$ cat config.mk
export PLATFORM = sky130hd
export DESIGN_NAME = vga_tile_mapper_flat
export DESIGN_NICKNAME = d
export VERILOG_FILES = /design/src/rtl/vga_pkg.sv /design/src/rtl/vga_tile_mapper_if.sv /design/src/rtl/tile_axis_counter.sv /design/src/rtl/vga_tile_mapper.sv /design/src/flat_wrapper.sv
export SDC_FILE = /design/constraint.sdc
export NUM_CORES = 1
export LEC_CHECK = 0
export ABC_AREA = 1
export CORE_MARGIN = 1
export CORE_UTILIZATION = 45
export CTS_CLUSTER_DIAMETER = 120
export DETAILED_ROUTE_END_ITERATION = 7
export GPL_ROUTABILITY_DRIVEN = 0
export PLACE_DENSITY = 0.82
export SLEW_MARGIN = 10
export SYNTH_ARGS = -nofsm -noshare
export SYNTH_HDL_FRONTEND = slang
export SYNTH_SLANG_ARGS = --single-unit
$ cat constraint.sdc
create_clock -name clk -period 4.1 [get_ports clk]
set_input_delay 0.82 -clock clk [delete_from_list [all_inputs] [get_ports clk]]
set_output_delay 0.82 -clock clk [all_outputs]
set_load 0.05 [all_outputs]
$ cat src/rtl/vga_pkg.sv
// Shared VGA constants and types: visible geometry, position widths, display modes, RGB111 colours.
package vga_pkg;

  localparam int H_ACTIVE = 640;
  localparam int V_ACTIVE = 480;
  localparam int XW       = 10;
  localparam int YW       = 9;

  typedef logic [XW-1:0] pos_x_t;
  typedef logic [YW-1:0] pos_y_t;

  typedef enum logic [1:0] {
    MODE_LINEAR = 2'd0,
    MODE_HMIR   = 2'd1,
    MODE_VMIR   = 2'd2,
    MODE_ROT180 = 2'd3
  } mode_e;

  // RGB111, red in the MSB
  localparam logic [2:0] RED   = 3'b100;
  localparam logic [2:0] GREEN = 3'b010;
  localparam logic [2:0] BLUE  = 3'b001;

endpackage

$ cat src/rtl/vga_tile_mapper_if.sv
// Bundle between the VGA driver / frame buffer side (master) and the tile mapper (slave).
interface vga_tile_mapper_if #(
  parameter int AW = 4,
  parameter int DW = 3
);
  import vga_pkg::*;

  pos_x_t        pos_x;
  pos_y_t        pos_y;
  mode_e         mode;
  logic [AW-1:0] page_base;
  logic [DW-1:0] border_color;
  logic [AW-1:0] mem_addr;
  logic [DW-1:0] mem_data;
  logic [DW-1:0] pixel_out;
  logic          pixel_valid;
  logic          frame_start;

  modport master (
    output pos_x, pos_y, mode, page_base, border_color, mem_data,
    input  mem_addr, pixel_out, pixel_valid, frame_start
  );

  modport slave (
    input  pos_x, pos_y, mode, page_base, border_color, mem_data,
    output mem_addr, pixel_out, pixel_valid, frame_start
  );

endinterface

$ cat src/rtl/tile_axis_counter.sv
// One grid axis: position-in-tile counter plus saturating tile index, exported as index*STRIDE
// so the caller gets either the column (STRIDE=1) or the row base (STRIDE=COLS) without a multiplier.
module tile_axis_counter #(
  parameter int TILE   = 160,
  parameter int N      = 4,
  parameter int STRIDE = 1,
  parameter int BW     = 4
) (
  input  logic          clk,
  input  logic          rst,
  input  logic          clear,
  input  logic          step,
  output logic [BW-1:0] tile_base
);

  localparam int CNTW = (TILE > 1) ? $clog2(TILE) : 1;
  localparam int IW   = (N > 1) ? $clog2(N) : 1;

  logic [CNTW-1:0] cnt_q, cnt_n;
  logic [IW-1:0]   idx_q, idx_n;
  logic [BW-1:0]   base_q, base_n;

  always_comb begin
    // NOTE: every always_comb output gets a default first, so no path can leave a latch behind.
    cnt_n  = cnt_q;
    idx_n  = idx_q;
    base_n = base_q;
    if (clear) begin
      cnt_n  = '0;
      idx_n  = '0;
      base_n = '0;
    end else if (step) begin
      if (cnt_q == CNTW'(TILE - 1)) begin
        cnt_n = '0;
        // the last tile absorbs any overrun instead of wrapping back to tile 0
        if (idx_q != IW'(N - 1)) begin
          idx_n  = idx_q + IW'(1);
          base_n = base_q + BW'(STRIDE);
        end
      end else begin
        cnt_n = cnt_q + CNTW'(1);
      end
    end
  end

  always_ff @(posedge clk) begin
    // NOTE: clocked state uses non-blocking assignments so every register samples pre-edge values.
    if (rst) begin
      cnt_q  <= '0;
      idx_q  <= '0;
      base_q <= '0;
    end else begin
      cnt_q  <= cnt_n;
      idx_q  <= idx_n;
      base_q <= base_n;
    end
  end

  // the registers track the previous position; the caller needs the tile of the current one
  assign tile_base = base_n;

endmodule

$ cat src/rtl/vga_tile_mapper.sv
// Maps the driver's next-pixel position onto a COLS x ROWS tile grid in the frame buffer and
// realigns the returned colour with blanking/border flags before it reaches pixelIn.
module vga_tile_mapper #(
  parameter int H_ACTIVE = vga_pkg::H_ACTIVE,
  parameter int V_ACTIVE = vga_pkg::V_ACTIVE,
  parameter int COLS     = 4,
  parameter int ROWS     = 4,
  parameter int AW       = 4,
  parameter int DW       = 3,
  parameter int READ_LAT = 1
) (
  input logic              clk,
  input logic              rst,
  vga_tile_mapper_if.slave bus
);
  import vga_pkg::*;

  localparam int TILE_W = H_ACTIVE / COLS;
  localparam int TILE_H = V_ACTIVE / ROWS;
  localparam int STAGES = READ_LAT + 1;

  localparam logic [AW-1:0] LAST_COL      = AW'(COLS - 1);
  localparam logic [AW-1:0] LAST_ROW_BASE = AW'((ROWS - 1) * COLS);
  localparam logic [AW-1:0] LAST_IDX      = AW'(COLS * ROWS - 1);

  logic              line_start, frame_first, in_area, show, active;
  logic              line_ok_q;
  mode_e             mode_q, mode_cur;
  logic [AW-1:0]     base_q, base_cur;
  logic [AW-1:0]     col, row_base, idx;
  logic [STAGES-1:0] act_pipe, show_pipe;
  logic [DW-1:0]     pix_n;

  assign line_start  = (bus.pos_x == '0);
  assign frame_first = line_start && (bus.pos_y == '0);
  assign in_area     = (bus.pos_x < XW'(H_ACTIVE)) && (bus.pos_y < YW'(V_ACTIVE));
  // after a mid-frame reset nothing is shown until the next line start resynchronises the columns
  assign show        = line_ok_q || line_start;
  assign active      = in_area && show;

  tile_axis_counter #(
    .TILE(TILE_W), .N(COLS), .STRIDE(1), .BW(AW)
  ) u_h_axis (
    .clk(clk), .rst(rst), .clear(line_start), .step(active), .tile_base(col)
  );

  tile_axis_counter #(
    .TILE(TILE_H), .N(ROWS), .STRIDE(COLS), .BW(AW)
  ) u_v_axis (
    .clk(clk), .rst(rst), .clear(frame_first), .step(line_start), .tile_base(row_base)
  );

  // the frame's new mode and page already apply to its first pixel
  always_comb begin
    mode_cur = mode_q;
    base_cur = base_q;
    if (frame_first) begin
      mode_cur = bus.mode;
      base_cur = bus.page_base;
    end
  end

  always_comb begin
    idx = row_base + col;
    case (mode_cur)
      MODE_HMIR:   idx = row_base + (LAST_COL - col);
      MODE_VMIR:   idx = (LAST_ROW_BASE - row_base) + col;
      MODE_ROT180: idx = LAST_IDX - (row_base + col);
      default:     idx = row_base + col;
    endcase
  end

  always_comb begin
    pix_n = '0;
    if (act_pipe[STAGES-1]) begin
      pix_n = bus.mem_data;
    end else if (show_pipe[STAGES-1]) begin
      pix_n = bus.border_color;
    end
  end

  always_ff @(posedge clk) begin
    if (rst) begin
      bus.mem_addr    <= '0;
      bus.pixel_out   <= '0;
      bus.pixel_valid <= 1'b0;
      bus.frame_start <= 1'b0;
      mode_q          <= MODE_LINEAR;
      base_q          <= '0;
      line_ok_q       <= 1'b0;
      act_pipe        <= '0;
      show_pipe       <= '0;
    end else begin
      bus.frame_start <= frame_first;
      if (frame_first) begin
        mode_q <= bus.mode;
        base_q <= bus.page_base;
      end
      if (line_start) begin
        line_ok_q <= 1'b1;
      end
      // page wrap-around is intentional: base + idx simply rolls over AW bits
      if (active) begin
        bus.mem_addr <= base_cur + idx;
      end
      act_pipe        <= {act_pipe[STAGES-2:0], active};
      show_pipe       <= {show_pipe[STAGES-2:0], show};
      bus.pixel_out   <= pix_n;
      bus.pixel_valid <= act_pipe[STAGES-1];
    end
  end

endmodule

$ cat src/flat_wrapper.sv
// flat-port wrapper written by rule: the top's interface ports become plain ports
module vga_tile_mapper_flat import vga_pkg::*;
#(
  parameter int H_ACTIVE = vga_pkg::H_ACTIVE,
  parameter int V_ACTIVE = vga_pkg::V_ACTIVE,
  parameter int COLS     = 4,
  parameter int ROWS     = 4,
  parameter int AW       = 4,
  parameter int DW       = 3,
  parameter int READ_LAT = 1
)
  (clk, rst, bus_pos_x, bus_pos_y, bus_mode, bus_page_base, bus_border_color, bus_mem_data, bus_mem_addr, bus_pixel_out, bus_pixel_valid, bus_frame_start);
  vga_tile_mapper_if #(.AW(AW), .DW(DW)) bus_i ();
  input logic clk;
  input logic rst;
  input wire logic [$bits(bus_i.pos_x)-1:0] bus_pos_x;
  input wire logic [$bits(bus_i.pos_y)-1:0] bus_pos_y;
  input wire logic [$bits(bus_i.mode)-1:0] bus_mode;
  input wire logic [$bits(bus_i.page_base)-1:0] bus_page_base;
  input wire logic [$bits(bus_i.border_color)-1:0] bus_border_color;
  input wire logic [$bits(bus_i.mem_data)-1:0] bus_mem_data;
  output wire logic [$bits(bus_i.mem_addr)-1:0] bus_mem_addr;
  output wire logic [$bits(bus_i.pixel_out)-1:0] bus_pixel_out;
  output wire logic [$bits(bus_i.pixel_valid)-1:0] bus_pixel_valid;
  output wire logic [$bits(bus_i.frame_start)-1:0] bus_frame_start;
  assign bus_i.pos_x = bus_pos_x;
  assign bus_i.pos_y = bus_pos_y;
  assign bus_i.mode = bus_mode;
  assign bus_i.page_base = bus_page_base;
  assign bus_i.border_color = bus_border_color;
  assign bus_i.mem_data = bus_mem_data;
  assign bus_mem_addr = bus_i.mem_addr;
  assign bus_pixel_out = bus_i.pixel_out;
  assign bus_pixel_valid = bus_i.pixel_valid;
  assign bus_frame_start = bus_i.frame_start;
  vga_tile_mapper #(.H_ACTIVE(H_ACTIVE), .V_ACTIVE(V_ACTIVE), .COLS(COLS), .ROWS(ROWS), .AW(AW), .DW(DW), .READ_LAT(READ_LAT)) u_core (.clk(clk), .rst(rst), .bus(bus_i));
endmodule
* Word level (Yosys, flattened, before mapping)
Cells that the tools add are included.
Storage, ports and cells: output and inout bits 9, logic and storage cells 62, bits in registers 47, input bits 33
Cells by class: reductions and logical operators 10, multiplexer cells 15, order comparisons 2, eq/ne operators 7, $add $sub $neg 13
Operators with widths (count):
- 2-to-1 mux 4 bit | 9
- adder 4 bit | 4
- case mux 4 bit (3 select lines) | 1
- logical NOT 10 bit | 1
- less-than comparator 10 bit, second input constant | 1
- logical NOT 9 bit | 1
- less-than comparator 9 bit, second input constant | 1
- adder 8 x 1 -> 8 bit, second input constant | 1
- equality test 8 bit, second input constant | 1
- 2-to-1 mux 8 bit | 1
- subtractor 4 bit, first input constant | 2
- adder 7 x 1 -> 7 bit, second input constant | 1
- equality test 7 bit, second input constant | 1
- 2-to-1 mux 7 bit | 1
- 2-to-1 mux 3 bit | 2
- AND reduction 3 bit | 2
- adder 2 x 1 -> 2 bit, second input constant | 2
- adder 4 x 1 -> 4 bit, second input constant | 1
- adder 4 x 3 -> 4 bit, second input constant | 1
- equality test 2 bit, second input constant | 2
- inequality test 2 bit, second input constant | 2
- OR reduction 2 bit | 2
- subtractor 2 x 4 -> 4 bit, first input constant | 1
- logical AND 1 bit | 3
- other kinds (3) | 3

* Depth between registers and ports, before layout
Gate-level depths: netlist (run 1).
depth after elaboration 9, mapped depth 25, depth with buffers taken out 25

* Cells and area by module
Synthesis (run 1) repeated with hierarchy kept, for this count alone.
Unflattened totals: cells, all modules 372, area total of the unflattened synthesis 2874.0 um^2
Modules (own cells, without submodules):
- vga_tile_mapper | cells an instance 181, seq. area each 400.4 um^2, times used 1, area each 1443.9 um^2
- tile_axis_counter (u_core.u_h_axis) | cells an instance 109, seq. area each 280.3 um^2, times used 1, area each 762.0 um^2
- tile_axis_counter (u_core.u_v_axis) | cells an instance 82, seq. area each 260.2 um^2, times used 1, area each 668.1 um^2

* Worst setup path after synthesis (run 1)
Ideal clock, no wire load.
kind in2reg, from in bus_pos_x[0], to reg u_core.bus.mem_addr[3], setup slack -0.015 ns, buffers on the path 0, setup time 0.118 ns, arrival time 3.997 ns, stages 24, cells stage by stage nor2_2 -> nand3_4 -> o21bai_2 -> nand2_1 -> nor3_2 -> inv_1 -> nand2_1 -> inv_1 -> nor3_1 -> ha_1 -> inv_1 -> fa_1 -> nand3_1 -> a32o_1 -> inv_1 -> ha_1 -> a21o_1 -> a21oi_1 -> xnor2_1 -> inv_1 -> nand3_1 -> nand2_1 -> nor2_1 -> nor2_1
On the way: cells in the longest elaborated chain, start to end 9, elaborated cells between the ends (all ways) 23, those cells by class add/sub: 7; order compare: 1; eq/ne: 3; mux: 7; reduce/logical: 5
Ends and longest elaborated chain:
- from (decl) | RTL line flat_wrapper.sv:16 | input wire logic [$bits(bus_i.pos_x)-1:0] bus_pos_x;
- less-than comparator 10 bit / logical NOT 10 bit (equally long branches) | RTL line vga_tile_mapper.sv:36, vga_tile_mapper.sv:34
- logical AND 1 bit / logical OR 1 bit (equally long branches) | RTL line vga_tile_mapper.sv:36, vga_tile_mapper.sv:38
- logical AND 1 bit | RTL line vga_tile_mapper.sv:39 | assign active = in_area && show;
- 2-to-1 mux 4 bit | RTL line tile_axis_counter.sv:32 | end else if (step) begin
- 2-to-1 mux 4 bit (*) | RTL line tile_axis_counter.sv:28 | if (clear) begin
- via u_core.col[0] | RTL line vga_tile_mapper.sv:30 | logic [AW-1:0] col, row_base, idx;
- adder 4 bit / subtractor 2 x 4 -> 4 bit (equally long branches)
- subtractor 4 bit / adder 4 bit (equally long branches) | RTL line vga_tile_mapper.sv:68, vga_tile_mapper.sv:66
- case mux 4 bit (3 select lines) (*) | RTL line vga_tile_mapper.sv:65 | case (mode_cur)
- adder 4 bit (*) | RTL line vga_tile_mapper.sv:104 | bus.mem_addr <= base_cur + idx;
- to (signal assigned) | RTL line vga_tile_mapper.sv:104
- to (decl) | RTL line vga_tile_mapper_if.sv:26 | output mem_addr, pixel_out, pixel_valid, frame_start
Mark *: on every way through the listed nets, which the timed path passes. The rest lies on a longest branch. A chain may end at the register's enable or synchronous reset.

* Worst setup path in the final report (run 1)
from in bus_pos_y[5], to reg u_core.bus.mem_addr[3]
On the way: cells in the longest elaborated chain, start to end 9, elaborated cells between the ends (all ways) 21, those cells by class add/sub: 7; order compare: 1; eq/ne: 3; mux: 6; reduce/logical: 4
Ends and longest elaborated chain:
- from (decl) | RTL line flat_wrapper.sv:17 | input wire logic [$bits(bus_i.pos_y)-1:0] bus_pos_y;
- less-than comparator 9 bit (*) | RTL line vga_tile_mapper.sv:36 | assign in_area = (bus.pos_x < XW'(H_ACTIVE)) && (bus.pos_y < YW'(V_ACTIVE));
- logical AND 1 bit (*) | RTL line vga_tile_mapper.sv:36
- logical AND 1 bit (*) | RTL line vga_tile_mapper.sv:39
- 2-to-1 mux 4 bit (*) | RTL line tile_axis_counter.sv:32
- 2-to-1 mux 4 bit (*) | RTL line tile_axis_counter.sv:28
- via u_core.col[0] | RTL line vga_tile_mapper.sv:30
- adder 4 bit / subtractor 2 x 4 -> 4 bit (equally long branches)
- subtractor 4 bit / adder 4 bit (equally long branches) | RTL line vga_tile_mapper.sv:68, vga_tile_mapper.sv:66
- case mux 4 bit (3 select lines) (*) | RTL line vga_tile_mapper.sv:65
- adder 4 bit (*) | RTL line vga_tile_mapper.sv:104
Marked as above.

==> run summary, run 1 <==
Vias per Instance: 4.848
GRT Total Usage: 19.30%
Antenna viol nets, final: 0
# IOs: 42
Share of cells above drive strength 1: 24.88%
Achievable Freq: 253.2 MHz
Final Critical Period: 3.949 ns
Min-Delay Path Class: flip-flop to flip-flop
Die Span Y: 79.48 microns
Leakage: 1.634 nW
Pin count of the biggest net entering global routing: 21
Fin crit share: 96.33%
Die ar.: 0.006317 sq mm
Crit path launch type: input pin
DR vias: 2,453
Hpwl dp: 4346 microns
Clock buffer depth: 2
Post-synth EDFFs: 0
Initial Util: 47.88%
Area after DPL: 0.003415 sq mm
N_diodes: 0
Maximum capacitance violations: 0
Core ar.: 0.005642 sq mm
Register area share after synthesis: 34.83%
Vias in the first global route: 2,343
Cell count after synthesis: 353
Initial antenna violation count: 0
Final Slew Violations: 0
Post-Syn Area per Cell: 7.653 sq um
Flops & latches, synth: 47
H-tree levels: 2
Total Routed Length: 5801 microns
Clock Root Buffer: clkbuf_8
Actual slew at the worst max-slew pin: 0.8023 ns
Mapped cell area: 0.002701 sq mm
Headroom to the max-slew limit: 46.35%
Drt first pass iters: 4
Iteration-0 DRC Markers: 113
Power Dens Cells: 237.8 mW/mm^2
Routed WL per cell: 11.46 microns
Clock latency on the worst-skew pair: 0.30 ns
WS Path Type: input pin to flip-flop
Total power: 856.7 uW
Cell Rows: 27
Worst Path Required: 4.30 ns
Worst VDD drop: 0.0001664 V
Finished layout cell area: 0.003602 sq mm
Top_reg_cell synth: dfxtp_1
Outcome: complete, no violations
Die width: 79.48 microns
Clock sink count: 47
Endpoints failing hold: 0
Post-layout util: 63.85%
Setup_tns: 0 ns
Post-synth ARST share: 0%
Count of cell types in the netlist: 42
Area delta synth->final: 33.35%
Fill cells: 479
Total grt overflow: 0
Post-layout nets: 489
Commonest cells after routing, fill and taps aside: 52 x nor2_1, 52 x inv_1, 47 x nand2_1, 46 x dfxtp_1, 34 x buf_4
Final routed DRC violation total: 0
First-pass GRT wire length: 9528 microns
Worst Setup End Kind: flip-flop
Worst Skew: 0.006362 ns
Final setup vio count: 0
Cts bufs inserted: 5
Max FO, Critical Path: 2
Syn nets: 409
Final hold slack: 0.4137 ns
Synth warn: 0
Clock slew at reported path FFs: 0.09 ns
Number of I/O port buffers: 41
CTS tree: built
CP arrival: 4.15 ns
==> synthesized netlist by cell type, types with 2 or more instances <==
cell      count  area, sq um
o21a_1        2        15.01
a32o_1        4        40.04
clkbuf_1      2        7.510
ha_1         19        237.7
or2_2         7        43.79
xnor2_1       6        52.55
fa_1          4        80.08
nand2_4       3        33.78
nor3_1        6        30.03
a21oi_1      13        65.06
nand3_4       2        35.03
nand2_1      48        180.2
nand4_1       4        25.02
inv_1        55        206.5
nand2_2       4        25.02
o21ai_0      17        85.08
dfxtp_1      47        940.9
nor3b_1       2        15.01
a211oi_1      2        15.01
nand3_1      17        85.08
nor2_2        7        43.79
inv_2         4        15.01
xor2_1        4        35.03
nor2_1       56        210.2
==> metrics by stage <==
step                worst slack [ns]  instances
finish                        0.1506        506
global route                -0.03435        506
CTS                         0.003416        505
detailed placement           -0.6060        492
global placement             -0.4576        492
floorplan                    0.03024        353
==> sequential cells by signal, indices dropped and copies added, names as in the netlist <==
name	cells
u_core.u_h_axis.cnt_q	8
u_core.u_v_axis.cnt_q	7
u_core.base_q	4
u_core.bus.mem_addr	4
u_core.u_h_axis.base_q	4
u_core.u_v_axis.base_q	4
u_core.bus.pixel_out	3
u_core.act_pipe	2
u_core.mode_q	2
u_core.show_pipe	2
u_core.u_h_axis.idx_q	2
u_core.u_v_axis.idx_q	2
u_core.bus.frame_start	1
u_core.bus.pixel_valid	1
u_core.line_ok_q	1
==> area by class of cell <==
| type | count | area (sq um) | share of cell area [%] |
|---|---|---|---|
| Clock inverter | 3 | 46.29 | 1.285 |
| Multi-Input combinational cell | 241 | 1592 | 44.18 |
| Timing Repair Buffer | 76 | 623.1 | 17.30 |
| Sequential cell | 47 | 942.2 | 26.15 |
| Inverter | 62 | 240.2 | 6.669 |
| Tap cell | 72 | 90.09 | 2.501 |
| Clock buffer | 5 | 68.82 | 1.910 |
==> repair_timing <==
action | 4_1_cts | 5_1_grt
pin swaps | 23 | 24
hold endpoints to repair | 0 | 0
setup endpoints to repair | 3 | 3
hold buffers | 0 | 0
setup buffers | 5 | 1
gates resized for setup | 30 | 29
==> worst max-delay path: stages <==
cell	delay (ns)
dlygate4sd2_1	0.24
nand4_1	0.09
and2_4	0.15
nand2_2	0.06
nor3_2	0.14
inv_1	0.09
nand2_1	0.07
inv_1	0.04
nor3_2	0.14
ha_2	0.22
inv_2	0.04
fa_1	0.60
nand3_2	0.09
a32o_2	0.29
inv_2	0.07
ha_4	0.19
a21o_1	0.18
a21oi_2	0.13
xnor2_1	0.12
inv_1	0.09
nand3_2	0.08
nand2_1	0.05
nor2_1	0.09
nor2_1	0.04
==> per-layer routing <==
layer  vias up  global-route usage, %  share of wire, %
met4         0                  7.818               1.2
met1      1115                  21.63                44
li1       1276                      -                 -
met2        57                  34.70                49
met3         5                  4.571               5.7
met5         -                      0                 0
==> power breakdown <==
part	switching (mW)	total, mW	internal (mW)
sequential	0.000102	0.456	0.456
combinational	0.0220	0.0502	0.0282
clock	0.166	0.350	0.184
==> kinds of logic after synthesis <==
group / share of synthesized area (%)
compound gates: 10.33
xor+xnor: 3.242
fa+ha+maj: 11.76
buf+inv: 9.356
flops: 34.83
mux: 0.3706
simple gates: 30.11
==> final timing paths <==
check | from | depth (start not counted) | slack [ns] | end
worst max-delay path | bus_pos_y[5] | 24 | 0.15 | u_core.bus.mem_addr[3]
worst min-delay path | u_core.show_pipe[0] | 2 | 0.41 | u_core.show_pipe[1]
worst max register to register | u_core.u_h_axis.cnt_q[1] | 24 | 0.23 | u_core.bus.mem_addr[3]
worst min register to register | u_core.show_pipe[0] | 2 | 0.41 | u_core.show_pipe[1]
(Power assumes the default switching activity.)
==> run 2, diff against run 1 <==
--- a/config.mk
+++ b/config.mk
@@ -10,8 +10,9 @@
 export CORE_UTILIZATION = 45
 export CTS_CLUSTER_DIAMETER = 120
 export DETAILED_ROUTE_END_ITERATION = 7
+export DONT_BUFFER_PORTS = 1
 export GPL_ROUTABILITY_DRIVEN = 0
-export PLACE_DENSITY = 0.82
+export PLACE_DENSITY = 0.73
 export SLEW_MARGIN = 10
 export SYNTH_ARGS = -nofsm -noshare
 export SYNTH_HDL_FRONTEND = slang
==> run summary, run 2 (synthesis results as in run 1) <==
Power Dens Cells: 265.9 mW/mm^2 (+12%)
Maximum capacitance violations: 0 (unchanged)
Total grt overflow: 0 (unchanged)
Total power: 825.4 uW (-3.6%)
Crit path launch type: input pin
Critical path, cell by cell: nor2_4, nand3_4, o21bai_4, nand2_2, nor3_4, inv_2, nand2_1, inv_1, nor3_4, ha_2, inv_2, fa_1, nand3_1, a32o_1, inv_1, ha_1, a21o_1, a21oi_2, xnor2_1, inv_1, buf_4, a21oi_2, nor2_1, nor2_1
Cts bufs inserted: 5 (unchanged)
Worst Skew: 0.006636 ns (+0.0002736 ns)
Commonest cells after routing, fill and taps aside: 54 x nor2_1, 52 x inv_1, 47 x nand2_1, 46 x dfxtp_1, 19 x buf_4
Initial antenna violation count: 0 (unchanged)
Final setup vio count: 0 (unchanged)
Worst Path Required: 4.35 ns (+0.05 ns)
Final Slew Violations: 0 (unchanged)
Final hold slack: 0.4089 ns (-0.004822 ns)
Leakage: 1.399 nW (-14%)
Die ar.: 0.006317 sq mm (unchanged)
Pin count of the biggest net entering global routing: 21 (unchanged)
Clock latency on the worst-skew pair: 0.31 ns (about the same)
Setup slack after placement: -0.08574 ns (+0.5203 ns)
Setup_tns: 0 ns (unchanged)
Max FFs per register: 8 (unchanged)
Fin crit share: 94.48% (-1.8 points)
DR vias: 2,246 (-8.4%)
Worst Setup End Kind: flip-flop
Cell Rows: 27 (unchanged)
Fill cells: 513 (+7.1%)
Met1 Use GR: 21.00% (-0.63 points)
Vias per Instance: 5.002 (+3.2%)
Hpwl dp: 4028 microns (-7.3%)
Post-layout util: 55.02% (-8.8 points)
Initial Util: 47.88% (unchanged)
CP arrival: 4.13 ns (-0.02 ns)
Post-layout nets: 432 (-12%)
Clock slew at reported path FFs: 0.10 ns (about the same)
Clock buffer depth: 2 (unchanged)
Clock sink count: 47 (unchanged)
FF+latch area: 942.2 sq um (unchanged)
Total Routed Length: 5092 microns (-12%)
Crit-path max cell delay: 0.52 ns (-0.08 ns)
Antenna viol nets, final: 0 (unchanged)
WS Path Type: input pin to flip-flop
Max FO, Critical Path: 3 (+1)
Clock Root Buffer: clkbuf_8
Finished layout cell area: 0.003104 sq mm (-14%)
M3 GR Usage: 4.343% (-0.23 points)
N_diodes: 0 (unchanged)
# IOs: 42 (unchanged)
Routed WL per cell: 11.34 microns (-1.1%)
Layout Cells excl Fill: 449 (-11%)
Outcome: complete, no violations
Area delta synth->final: 14.91%
M2 GR Usage: 30.34% (-4.4 points)
Top reg by flops: u_core.u_h_axis.cnt_q
Drt first pass iters: 4 (unchanged)
Achievable Freq: 258.2 MHz (+2.0%)
Delay-heaviest family, CP: adder cells
Die width: 79.48 microns (unchanged)
Top Registers: u_core.u_h_axis.cnt_q x8, u_core.u_v_axis.cnt_q x7
Min-Delay Path Class: flip-flop to flip-flop
Most used cell, CP: inv_1
Vias in the first global route: 2,134 (-8.9%)
Endpoints failing hold: 0 (unchanged)
Actual slew at the worst max-slew pin: 0.5680 ns (-0.2343 ns)
Headroom to the max-slew limit: 61.73% (+15 points)
CP max stage cell: fa_1
Worst VDD drop: 0.0001566 V (-5.8%)
Die Span Y: 79.48 microns (unchanged)
Multi-input gate area: 0.001574 sq mm (-1.1%)
CTS tree: built
Most common cell after layout, fill and taps aside: nor2_1
GRT busiest layer: met2
GRT Total Usage: 17.68% (-1.6 points)
Final WS setup: 0.2264 ns (+0.07574 ns)
CP Buf/Inv Count: 6 (unchanged)
Iteration-0 DRC Markers: 59 (-48%)
H-tree levels: 2 (unchanged)
Final routed DRC violation total: 0 (unchanged)
Share of cells above drive strength 1: 20.42% (-4.5 points)
Core ar.: 0.005642 sq mm (unchanged)
Placed cell count: 438 (-11%)
First-pass GRT wire length: 8666 microns (-9.0%)
Final Critical Period: 3.874 ns (-0.07574 ns)
Number of I/O port buffers: 0 (-100%)
Area after DPL: 0.002907 sq mm (-15%)
[run 2: cell count changes in the layout (fill, tap and decap cells not counted), moves of 2 or more]
cell             previous run  this run
buf_4                      34        19
clkbuf_2                    9         0
clkdlybuf4s50_1            27         0
dlygate4sd2_1               3         0
nor2_1                     52        54
nor2_2                      8         6
[run 2: report_power, final]
group / total [mW] / internal, mW / switching (mW)
registers: 0.457 / 0.456 / 0.000377
logic: 0.0176 / 0.00663 / 0.0110
clock network: 0.351 / 0.184 / 0.168
[run 2: final cells by class]
class	instances	area share, %
repair buffers	19	4.595
inverters	62	7.739
multi-input cells	241	50.71
clock buffers	5	2.217
flip-flops and latches	47	30.35
clock inverters	3	1.491
well taps	72	2.902
[run 2: worst reg2reg max path, delay by kind of cell (launching register included)]
kind,cells,cell delay [ns]
flops,1,0.38
simple gates,9,0.99
xor+xnor,1,0.13
fa+ha+maj,4,1.16
compound gates,4,0.65
buf+inv,6,0.45
[run 2: final timing paths]
kind	start	to	slack, ns	cells after the start
worst max-delay path	bus_pos_x[0]	u_core.bus.mem_addr[3]	0.23	24
worst min-delay path	u_core.act_pipe[0]	u_core.act_pipe[1]	0.41	2
worst max register to register	u_core.u_h_axis.cnt_q[1]	u_core.bus.mem_addr[3]	0.30	24
worst min register to register	u_core.act_pipe[0]	u_core.act_pipe[1]	0.41	2
[run 2: layer usage]
metal	wire length, microns	up-vias
li1	-	1159
met4	93	0
met2	2383	54
met3	234	10
met1	2380	1023
met5	0	-
[run 2: what timing repair did]
| item | 4_1_cts | 5_1_grt |
|---|---|---|
| endpoints found under the hold margin | 0 | 0 |
| endpoints found under the setup margin | 0 | 1 |
| hold buffers | 0 | 0 |
| buffers inserted | 0 | 3 |
| resized for setup | 0 | 17 |
